<file path="src/rtl/mem_port_arbiter.sv">
// rtl/mem_port_arbiter.sv - shares one fixed-latency memory port between fetch and load/store
module mem_port_arbiter #(
    parameter int AW         = 10,
    parameter int DW         = 32,
    parameter int MEM_LAT    = 1,
    parameter int STARVE_MAX = 4
) (
    input  logic          clk1,
    input  logic          rst_n,
    input  logic          halted,
    input  logic          if_req,
    input  logic [AW-1:0] if_addr,
    output logic          if_gnt,
    output logic          if_rvalid,
    output logic [DW-1:0] if_rdata,
    input  logic          dm_req,
    input  logic          dm_we,
    input  logic [AW-1:0] dm_addr,
    input  logic [DW-1:0] dm_wdata,
    output logic          dm_gnt,
    output logic          dm_rvalid,
    output logic [DW-1:0] dm_rdata,
    output logic          mem_en,
    output logic          mem_we,
    output logic [AW-1:0] mem_addr,
    output logic [DW-1:0] mem_wdata,
    input  logic [DW-1:0] mem_rdata,
    output logic          busy
);
    localparam int CW = (MEM_LAT > 1) ? $clog2(MEM_LAT) : 1;
    localparam int SW = $clog2(STARVE_MAX + 1);

    typedef enum logic [1:0] {IDLE, ISSUE, WAIT, RESP} state_t;

    state_t        state_q, state_d;
    logic          win_if_q, win_if_d;
    logic          we_q, we_d;
    logic [AW-1:0] addr_q, addr_d;
    logic [DW-1:0] wdata_q, wdata_d;
    logic [CW-1:0] cnt_q, cnt_d;
    logic [SW-1:0] starve_q, starve_d;
    logic [DW-1:0] if_rdata_d, dm_rdata_d;
    logic          eff_if;
    logic          starved;

    assign eff_if  = if_req & ~halted;
    assign starved = (starve_q == SW'(STARVE_MAX));

    always_comb begin
        state_d    = state_q;
        win_if_d   = win_if_q;
        we_d       = we_q;
        addr_d     = addr_q;
        wdata_d    = wdata_q;
        cnt_d      = cnt_q;
        starve_d   = starve_q;
        if_rdata_d = if_rdata;
        dm_rdata_d = dm_rdata;
        case (state_q)
            IDLE, RESP: begin
                if (dm_req && !(eff_if && starved)) begin
                    state_d  = ISSUE;
                    win_if_d = 1'b0;
                    we_d     = dm_we;
                    addr_d   = dm_addr;
                    wdata_d  = dm_wdata;
                    // DM only beats a pending fetch below the limit, so this cannot overflow
                    if (eff_if) starve_d = starve_q + SW'(1);
                end else if (eff_if) begin
                    state_d  = ISSUE;
                    win_if_d = 1'b1;
                    we_d     = 1'b0;
                    addr_d   = if_addr;
                    wdata_d  = '0;
                    starve_d = '0;
                end else begin
                    state_d = IDLE;
                end
            end
            ISSUE: begin
                state_d = WAIT;
                cnt_d   = CW'(MEM_LAT - 1);
            end
            WAIT: begin
                if (cnt_q == '0) begin
                    state_d = RESP;
                    if (win_if_q) if_rdata_d = mem_rdata;
                    else if (!we_q) dm_rdata_d = mem_rdata;
                end else begin
                    cnt_d = cnt_q - CW'(1);
                end
            end
            default: state_d = IDLE;
        endcase
    end

    // Outputs are registered from the next-state view so every port is a flop
    always_ff @(posedge clk1) begin
        if (!rst_n) begin
            state_q   <= IDLE;
            win_if_q  <= 1'b0;
            we_q      <= 1'b0;
            addr_q    <= '0;
            wdata_q   <= '0;
            cnt_q     <= '0;
            starve_q  <= '0;
            if_gnt    <= 1'b0;
            if_rvalid <= 1'b0;
            if_rdata  <= '0;
            dm_gnt    <= 1'b0;
            dm_rvalid <= 1'b0;
            dm_rdata  <= '0;
            mem_en    <= 1'b0;
            mem_we    <= 1'b0;
            mem_addr  <= '0;
            mem_wdata <= '0;
            busy      <= 1'b0;
        end else begin
            state_q   <= state_d;
            win_if_q  <= win_if_d;
            we_q      <= we_d;
            addr_q    <= addr_d;
            wdata_q   <= wdata_d;
            cnt_q     <= cnt_d;
            starve_q  <= starve_d;
            if_rdata  <= if_rdata_d;
            dm_rdata  <= dm_rdata_d;
            if_gnt    <= (state_d == ISSUE) && win_if_d;
            dm_gnt    <= (state_d == ISSUE) && !win_if_d;
            if_rvalid <= (state_d == RESP) && win_if_d;
            dm_rvalid <= (state_d == RESP) && !win_if_d;
            mem_en    <= (state_d == ISSUE);
            mem_we    <= (state_d == ISSUE) && we_d;
            mem_addr  <= (state_d == ISSUE) ? addr_d : '0;
            mem_wdata <= ((state_d == ISSUE) && we_d) ? wdata_d : '0;
            busy      <= (state_d != IDLE);
        end
    end
endmodule

</file>
<file path="config.mk">
export PLATFORM = sky130hd
export DESIGN_NAME = mem_port_arbiter
export DESIGN_NICKNAME = d
export VERILOG_FILES = /design/src/rtl/mem_port_arbiter.sv
export SDC_FILE = /design/constraint.sdc
export NUM_CORES = 1
export LEC_CHECK = 0
export CAP_MARGIN = 5
export CORE_ASPECT_RATIO = 1.5
export CORE_MARGIN = 1
export CORE_UTILIZATION = 39
export DETAILED_ROUTE_END_ITERATION = 7
export HOLD_SLACK_MARGIN = 0.15
export PLACE_DENSITY = 0.79
export SETUP_SLACK_MARGIN = 0.1
export SYNTH_ARGS = -nofsm -noshare
export SYNTH_HDL_FRONTEND = slang
export SYNTH_SLANG_ARGS = --single-unit
export TNS_END_PERCENT = 5
</file>
<file path="constraint.sdc">
create_clock -name clk1 -period 2.18 [get_ports clk1]
set_clock_uncertainty 0.2 [all_clocks]
set_input_delay 0.436 -clock clk1 [delete_from_list [all_inputs] [get_ports clk1]]
set_output_delay 0.436 -clock clk1 [all_outputs]
set_load 0.02 [all_outputs]
</file>
==> metrics.txt, run 1 <==
row count=45; share of the synthesized area in the top cell type=59.72%; CP bufs+invs=1; total global routing overflow=0; Cells after Synth=442; synth unique cells=31; crit path DAT=1370 ps; CP endpoint kind=output pin; CP Cell Sequence=clkdlybuf4s50_1; Initial Util=39.91%; final worst path period share=92.22%; Critical Path RT=1540 ps; syn_nets=536; EDFF count, synth=0; Hold Path Class=flop to flop; DR vias=3,760; register bit count reported by yosys=120; Final Util=66.28%; ys async rst share=0%; vias in the first global route=3,721; GP Congestion=0.8109; dpl hpwl=8042 um; Final Non-Filler Cells=763; Worst path max stage delay=640 ps; clock latency on the worst-skew pair=400 ps; WL final=11,320 um; RSZ-0062 raised after global routing=no; CTS root buf=clkbuf_16; initial DRC count=150; # DRC=19; Max Slew Vio Count=0; synth top area cells=dfxtp_1 (60%), nand2_1 (13%), a21oi_1 (8.2%); sequential area share after synthesis=59.72%; Area Growth Syn to Fin=66.07%; critical path class=flop to output pin; area of the multi-input gates=0.001420 mm2; # placed instances=731; most common flop cell mapped by yosys=dfxtp_1; setup tns final=0 ps; most numerous cell in the Yosys netlist=nand2_1; cts hold-fix bufs=0; postcts setup bufs=0; cts repair resizes=0; Avg WL per Cell=14.83 um; Worst-Margin Slew=435.5 ps; CP Launch Type=flop; clock buffer depth=2; I/O pin total=203; crit-path max FO=2; Avg Cell Area, Syn=9.101 um2; slowest CP cell=clkdlybuf4s50_1; layout cells sized above 1=8.824%; Num Clock Sinks=120; Slew headroom=70.96%; post-route ant nets=0; Largest delay share family, worst path=buffers and inverters; Yosys warning count=0; die area=0.01073 mm2; first-pass GRT wire length=17,620 um; Register Area=0.002402 mm2; Total Power=6.512 mW; initial antenna violation count=0; Die H=126.4 um; Lkg Pwr=2.532 nW; Port Buffers=202; TritonRoute pass-1 iters=8; status=finished, violations left; CTS tree=built; Final min period=2010 ps; Via density=4.928; die width=84.93 um; Final nets=727; Reg clk slew, reported paths=50 ps; Mapped Area=0.004023 mm2; setup violators final=0; Max IR drop VDD=0.0006558 V; Max Cap Viol=0; Final Hold Vio Count=0; area leader, netlist=dfxtp_1; total track usage=21.09%; Max Freq=0.4974 GHz; pin count of the biggest net entering global routing=69; Filler cells=811; violated checks=design-rule violations; cts bufs inserted=17; Cell Pwr Density=974.8 mW/mm2; top post-synthesis cells by count=nand2_1 (134), dfxtp_1 (120), a21oi_1 (66); core area=0.01008 mm2; # diodes=0; CTS HTree Levels=4
where the power goes:
group / total, mW / internal [mW] / switching [mW]
combinational: 1.45 / 0.688 / 0.759
clock: 2.55 / 1.56 / 0.987
sequential: 2.52 / 2.42 / 0.0967
total: 6.51 / 4.67 / 1.84
final cells by class:
type                       instances  area share [%]
sequential                       120           35.96
timing repair buffer             212           31.95
multi-input combinational        276           21.26
clock buffer                      17           6.368
tap                              117           2.191
clock inverter                    15           1.929
inverter                           6          0.3371
registers in the layout, indices dropped and copies added, names as in the netlist:
register	flops
dm_rvalid	1
mem_wdata	32
mem_addr	10
state_q	2
dm_gnt	1
dm_rdata	32
mem_we	1
we_q	1
if_gnt	1
win_if_q	1
busy	1
mem_en	1
if_rvalid	1
if_rdata	32
starve_q	3
cell usage in the layout, fill, tap and decap left out, types with 2 or more instances in the layout:
cell type and n:
a21oi_1 66, and2_1 3, and3_1 32, buf_12 3, buf_4 7, clkbuf_16 17, clkdlybuf4s50_1 202, clkinv_2 5
clkinv_4 3, clkinvlp_4 4, dfxtp_1 120, ha_1 4, inv_1 5, inv_6 2, nand2_1 134, nand3_1 3
nand4b_1 2, nor2_1 3, nor2b_1 3, o21ai_0 3, o221a_2 10
routing by layer:
metal | routed length (um) | global-route usage, %
met5 | 0 | 0
met1 | 4054 | 21.53
met4 | 272 | 8.674
met3 | 982 | 6.571
met2 | 6007 | 39.31
kinds of logic (layout without fill, tap and decap cells):
family,count (synthesis),count (layout),synth area share (%)
AO/OA/AOI/OAI,84,84,12.29
adder cells (fa/ha/maj),4,4,1.244
buffers and inverters,46,250,5.225
flip-flops,120,120,59.72
AND/OR/NAND/NOR,188,188,21.52
per-stage QoR:
step / instance area, um2 / hold slack [ps] / setup slack (ps)
6_report: 6680 / 250.2 / 169.6
5_1_grt: 6680 / 272.6 / 117.0
4_1_cts: 6676 / 254.2 / 130.4
3_5_place_dp: 6122 / 246.7 / -76.79
3_3_place_gp: 6122 / 241.7 / 15.79
2_1_floorplan: 4023 / 253.0 / 432.4
final timing paths:
| path | startpoint | end | slack, ps | cells past startpoint |
|---|---|---|---|---|
| min | dm_rdata[30] | dm_rdata[30] | 250 | 2 |
| max | dm_rdata[0] | dm_rdata[0] | 170 | 1 |
| min reg2reg | dm_rdata[30] | dm_rdata[30] | 250 | 2 |
| max reg2reg | state_q[0] | mem_addr[0] | 280 | 5 |
Note: power is estimated with default switching activity, not from simulation.
==> run 2, diff against run 1 <==
--- a/config.mk
+++ b/config.mk
@@ -10,6 +10,7 @@
 export CORE_MARGIN = 1
 export CORE_UTILIZATION = 39
 export DETAILED_ROUTE_END_ITERATION = 7
+export GPL_ROUTABILITY_DRIVEN = 0
 export HOLD_SLACK_MARGIN = 0.15
 export PLACE_DENSITY = 0.79
 export SETUP_SLACK_MARGIN = 0.1
==> results of run 2 <==
Final layout, timing and power as in run 1 (identical DEF).
==> run 3, diff against run 2 <==
--- a/config.mk
+++ b/config.mk
@@ -12,7 +12,7 @@
 export DETAILED_ROUTE_END_ITERATION = 7
 export GPL_ROUTABILITY_DRIVEN = 0
 export HOLD_SLACK_MARGIN = 0.15
-export PLACE_DENSITY = 0.79
+export PLACE_DENSITY_LB_ADDON = 0.05
 export SETUP_SLACK_MARGIN = 0.1
 export SYNTH_ARGS = -nofsm -noshare
 export SYNTH_HDL_FRONTEND = slang
==> constraint.sdc (replaced) <==
create_clock -name clk1 -period 2 [get_ports clk1]
set_clock_uncertainty 0.2 [all_clocks]
set_input_delay 0.4 -clock clk1 [delete_from_list [all_inputs] [get_ports clk1]]
set_output_delay 0.4 -clock clk1 [all_outputs]
set_load 0.02 [all_outputs]
==> run 3 against run 2 <==
The flow still finishes with violations (design-rule violations). Wire length shrank 1.4%. Total power increased by 11%. Via count shrank 0.40%. First-iteration DRC count grew 5.3%. Non-clock buffer count increased by 6. Worst setup slack gained 84 ps. Sequential power up 7.9%. Critical endpoint is now mem_addr[1].
==> metrics.txt, run 3 (synthesized netlist as in run 1, its figures left out) <==
status=finished, violations left (unchanged); violated checks=design-rule violations (unchanged); layout cells sized above 1=9.663% (was 8.824%); vias in the first global route=3,600 (was 3,721); setup violators final=0 (unchanged); CP Launch Type=flop (unchanged); initial antenna violation count=0 (unchanged); initial DRC count=158 (was 150); Hold Path Class=flop to flop (unchanged); core area=0.01008 mm2 (unchanged); Max Freq=0.5727 GHz; cts bufs inserted=17 (unchanged); Worst-Margin Slew=385.7 ps (was 435.5 ps); Initial Util=39.91% (unchanged); Num Clock Sinks=120 (unchanged); CTS HTree Levels=4 (unchanged); Reg clk slew, reported paths=50 ps (about the same); Critical Path RT=2090 ps (was 1540 ps); final worst path period share=87.31%; WL final=11,160 um (was 11,320 um); Final nets=733 (was 727); DR vias=3,745 (was 3,760); post-route ant nets=0 (unchanged); Max Slew Vio Count=0 (unchanged); slowest CP cell=ha_1 (was clkdlybuf4s50_1); Via density=4.870 (was 4.928); CP bufs+invs=1 (unchanged); Clk pwr share=40.8% (was 39.2%); Area Growth Syn to Fin=74.62% (was 66.07%); Net Sw Frac=27.24% (was 28.31%); most frequent cells in the layout=nand2_1 (134), dfxtp_1 (120), dlymetal6s2s_1 (108) (was clkdlybuf4s50_1 (202), nand2_1 (134), dfxtp_1 (120)); dpl hpwl=7541 um (was 8042 um); CTS tree=built (unchanged); critical path class=flop to flop (was flop to output pin); most common cell after layout, fill and taps aside=nand2_1 (was clkdlybuf4s50_1); Lkg Pwr=4.517 nW (was 2.532 nW); I/O pin total=203 (unchanged); clock latency on the worst-skew pair=400 ps (about the same); Cell Pwr Density=1028 mW/mm2 (was 974.8 mW/mm2); Max IR drop VDD=0.0007805 V (was 0.0006558 V); biggest regs=dm_rdata x32, if_rdata x32, mem_wdata x32 (unchanged); Final min period=1746 ps; postcts setup bufs=0 (unchanged); first-pass GRT wire length=17,390 um (was 17,620 um); CP endpoint kind=flop (was output pin); combinational share of power=21.5% (was 22.2%); clock buffer depth=2 (unchanged); Psw=1.968 mW (was 1.843 mW); # DRC=16 (was 19); Worst path max stage delay=410 ps (was 640 ps); pin count of the biggest net entering global routing=69 (unchanged); Avg WL per Cell=14.51 um (was 14.83 um); Die H=126.4 um (unchanged); # diodes=0 (unchanged); row count=45 (unchanged); die width=84.93 um (unchanged); CTS root buf=clkbuf_16 (unchanged); CP Cell Sequence=inv_1 > ha_1 > nand3_1 > o221a_2 (was clkdlybuf4s50_1); # placed instances=737 (was 731); total track usage=20.73% (was 21.09%); crit path DAT=1840 ps (was 1370 ps); Slew headroom=74.28% (was 70.96%); RSZ-0062 raised after global routing=no (unchanged); crit-path max FO=10 (was 2); placement-stage worst setup slack=-61.06 ps (was -76.79 ps); Setup WS post-layout=253.9 ps (was 169.6 ps); Pint=5.256 mW (was 4.669 mW); die area=0.01073 mm2 (unchanged); Max Cap Viol=0 (unchanged); cts hold-fix bufs=0 (unchanged); Port Buffers=202 (unchanged); Largest delay share family, worst path=adder cells (was buffers and inverters); Final Non-Filler Cells=769 (was 763); Sequential Power Share=37.7% (was 38.6%); Final Hold Vio Count=0 (unchanged); TritonRoute pass-1 iters=7 (was 8); total global routing overflow=0 (unchanged)
==> run 3: cell count changes in the layout (fill, tap and decap cells not counted), sizes merged, moves of 2 or more <==
cell,previous run,this run
dlygate4sd2,0,5
dlymetal6s2s,0,108
clkinv,8,5
clkbuf,17,20
clkdlybuf4s50,202,89
buf,10,16
inv,8,6
==> run 3: cell type report <==
| class | instances | area (um2) |
|---|---|---|
| Tap cell | 117 | 146.4 |
| Fill cell | 773 | 3054 |
| Clock buffer | 20 | 456.7 |
| Inverter | 6 | 22.52 |
| Sequential cell | 120 | 2402 |
| Multi-Input combinational cell | 276 | 1426 |
| Clock inverter | 12 | 126.4 |
| Timing Repair Buffer | 218 | 2444 |
==> run 3: worst paths after layout <==
check	endpoint	slack, ps	start	cells after the start
worst max-delay path	mem_addr[1]	250	state_q[0]	4
worst min-delay path	dm_rdata[0]	250	dm_rdata[0]	2
worst max register to register	mem_addr[1]	250	state_q[0]	4
worst min register to register	dm_rdata[0]	250	dm_rdata[0]	2
==> run 3: stage by stage <==
step	utilization [%]	power (mW)	instance area, um2	hold WS [ps]	setup TNS (ps)
after floorplan	-	3.600	4023	253.0	0
after global placement	61.19	4.365	6167	241.1	-398.4
after detailed placement	61.19	4.388	6167	245.3	-2089
after CTS	66.92	7.337	6744	252.9	0
after global routing	69.70	7.564	7024	268.4	0
final	69.70	7.224	7024	247.9	0
==> run 3: power by group through the flow <==
stage	Sequential [mW]	Combinational [mW]	Clock, mW
after CTS	2.73	1.61	3.00
after global placement	2.78	1.59	0
after detailed placement	2.78	1.60	0
final	2.72	1.56	2.95
after floorplan	3.05	0.550	0
after global routing	2.75	1.68	3.14
==> run 3: per-layer routing <==
layer / GRT usage [%] / part of all wire [%] / vias to the layer above / wire (um)
li1: - / - / 1860 / -
met1: 22.10 / 38 / 1728 / 4229
met2: 35.87 / 52 / 141 / 5754
met3: 8.068 / 8.3 / 16 / 929
met4: 9.571 / 2.2 / 0 / 248
met5: 0 / 0 / - / 0
==> run 3: tightest hold or removal path: cells and delay by family (launching register included) <==
family          cells  cell delay [ps]
compound gates      1               50
flops               1              300
simple gates        1               50
==> run 3: timing repair <==
action                                  in CTS  in global routing
resized for setup                            5                110
endpoints found under the hold margin        0                  0
endpoints found under the setup margin     113                119
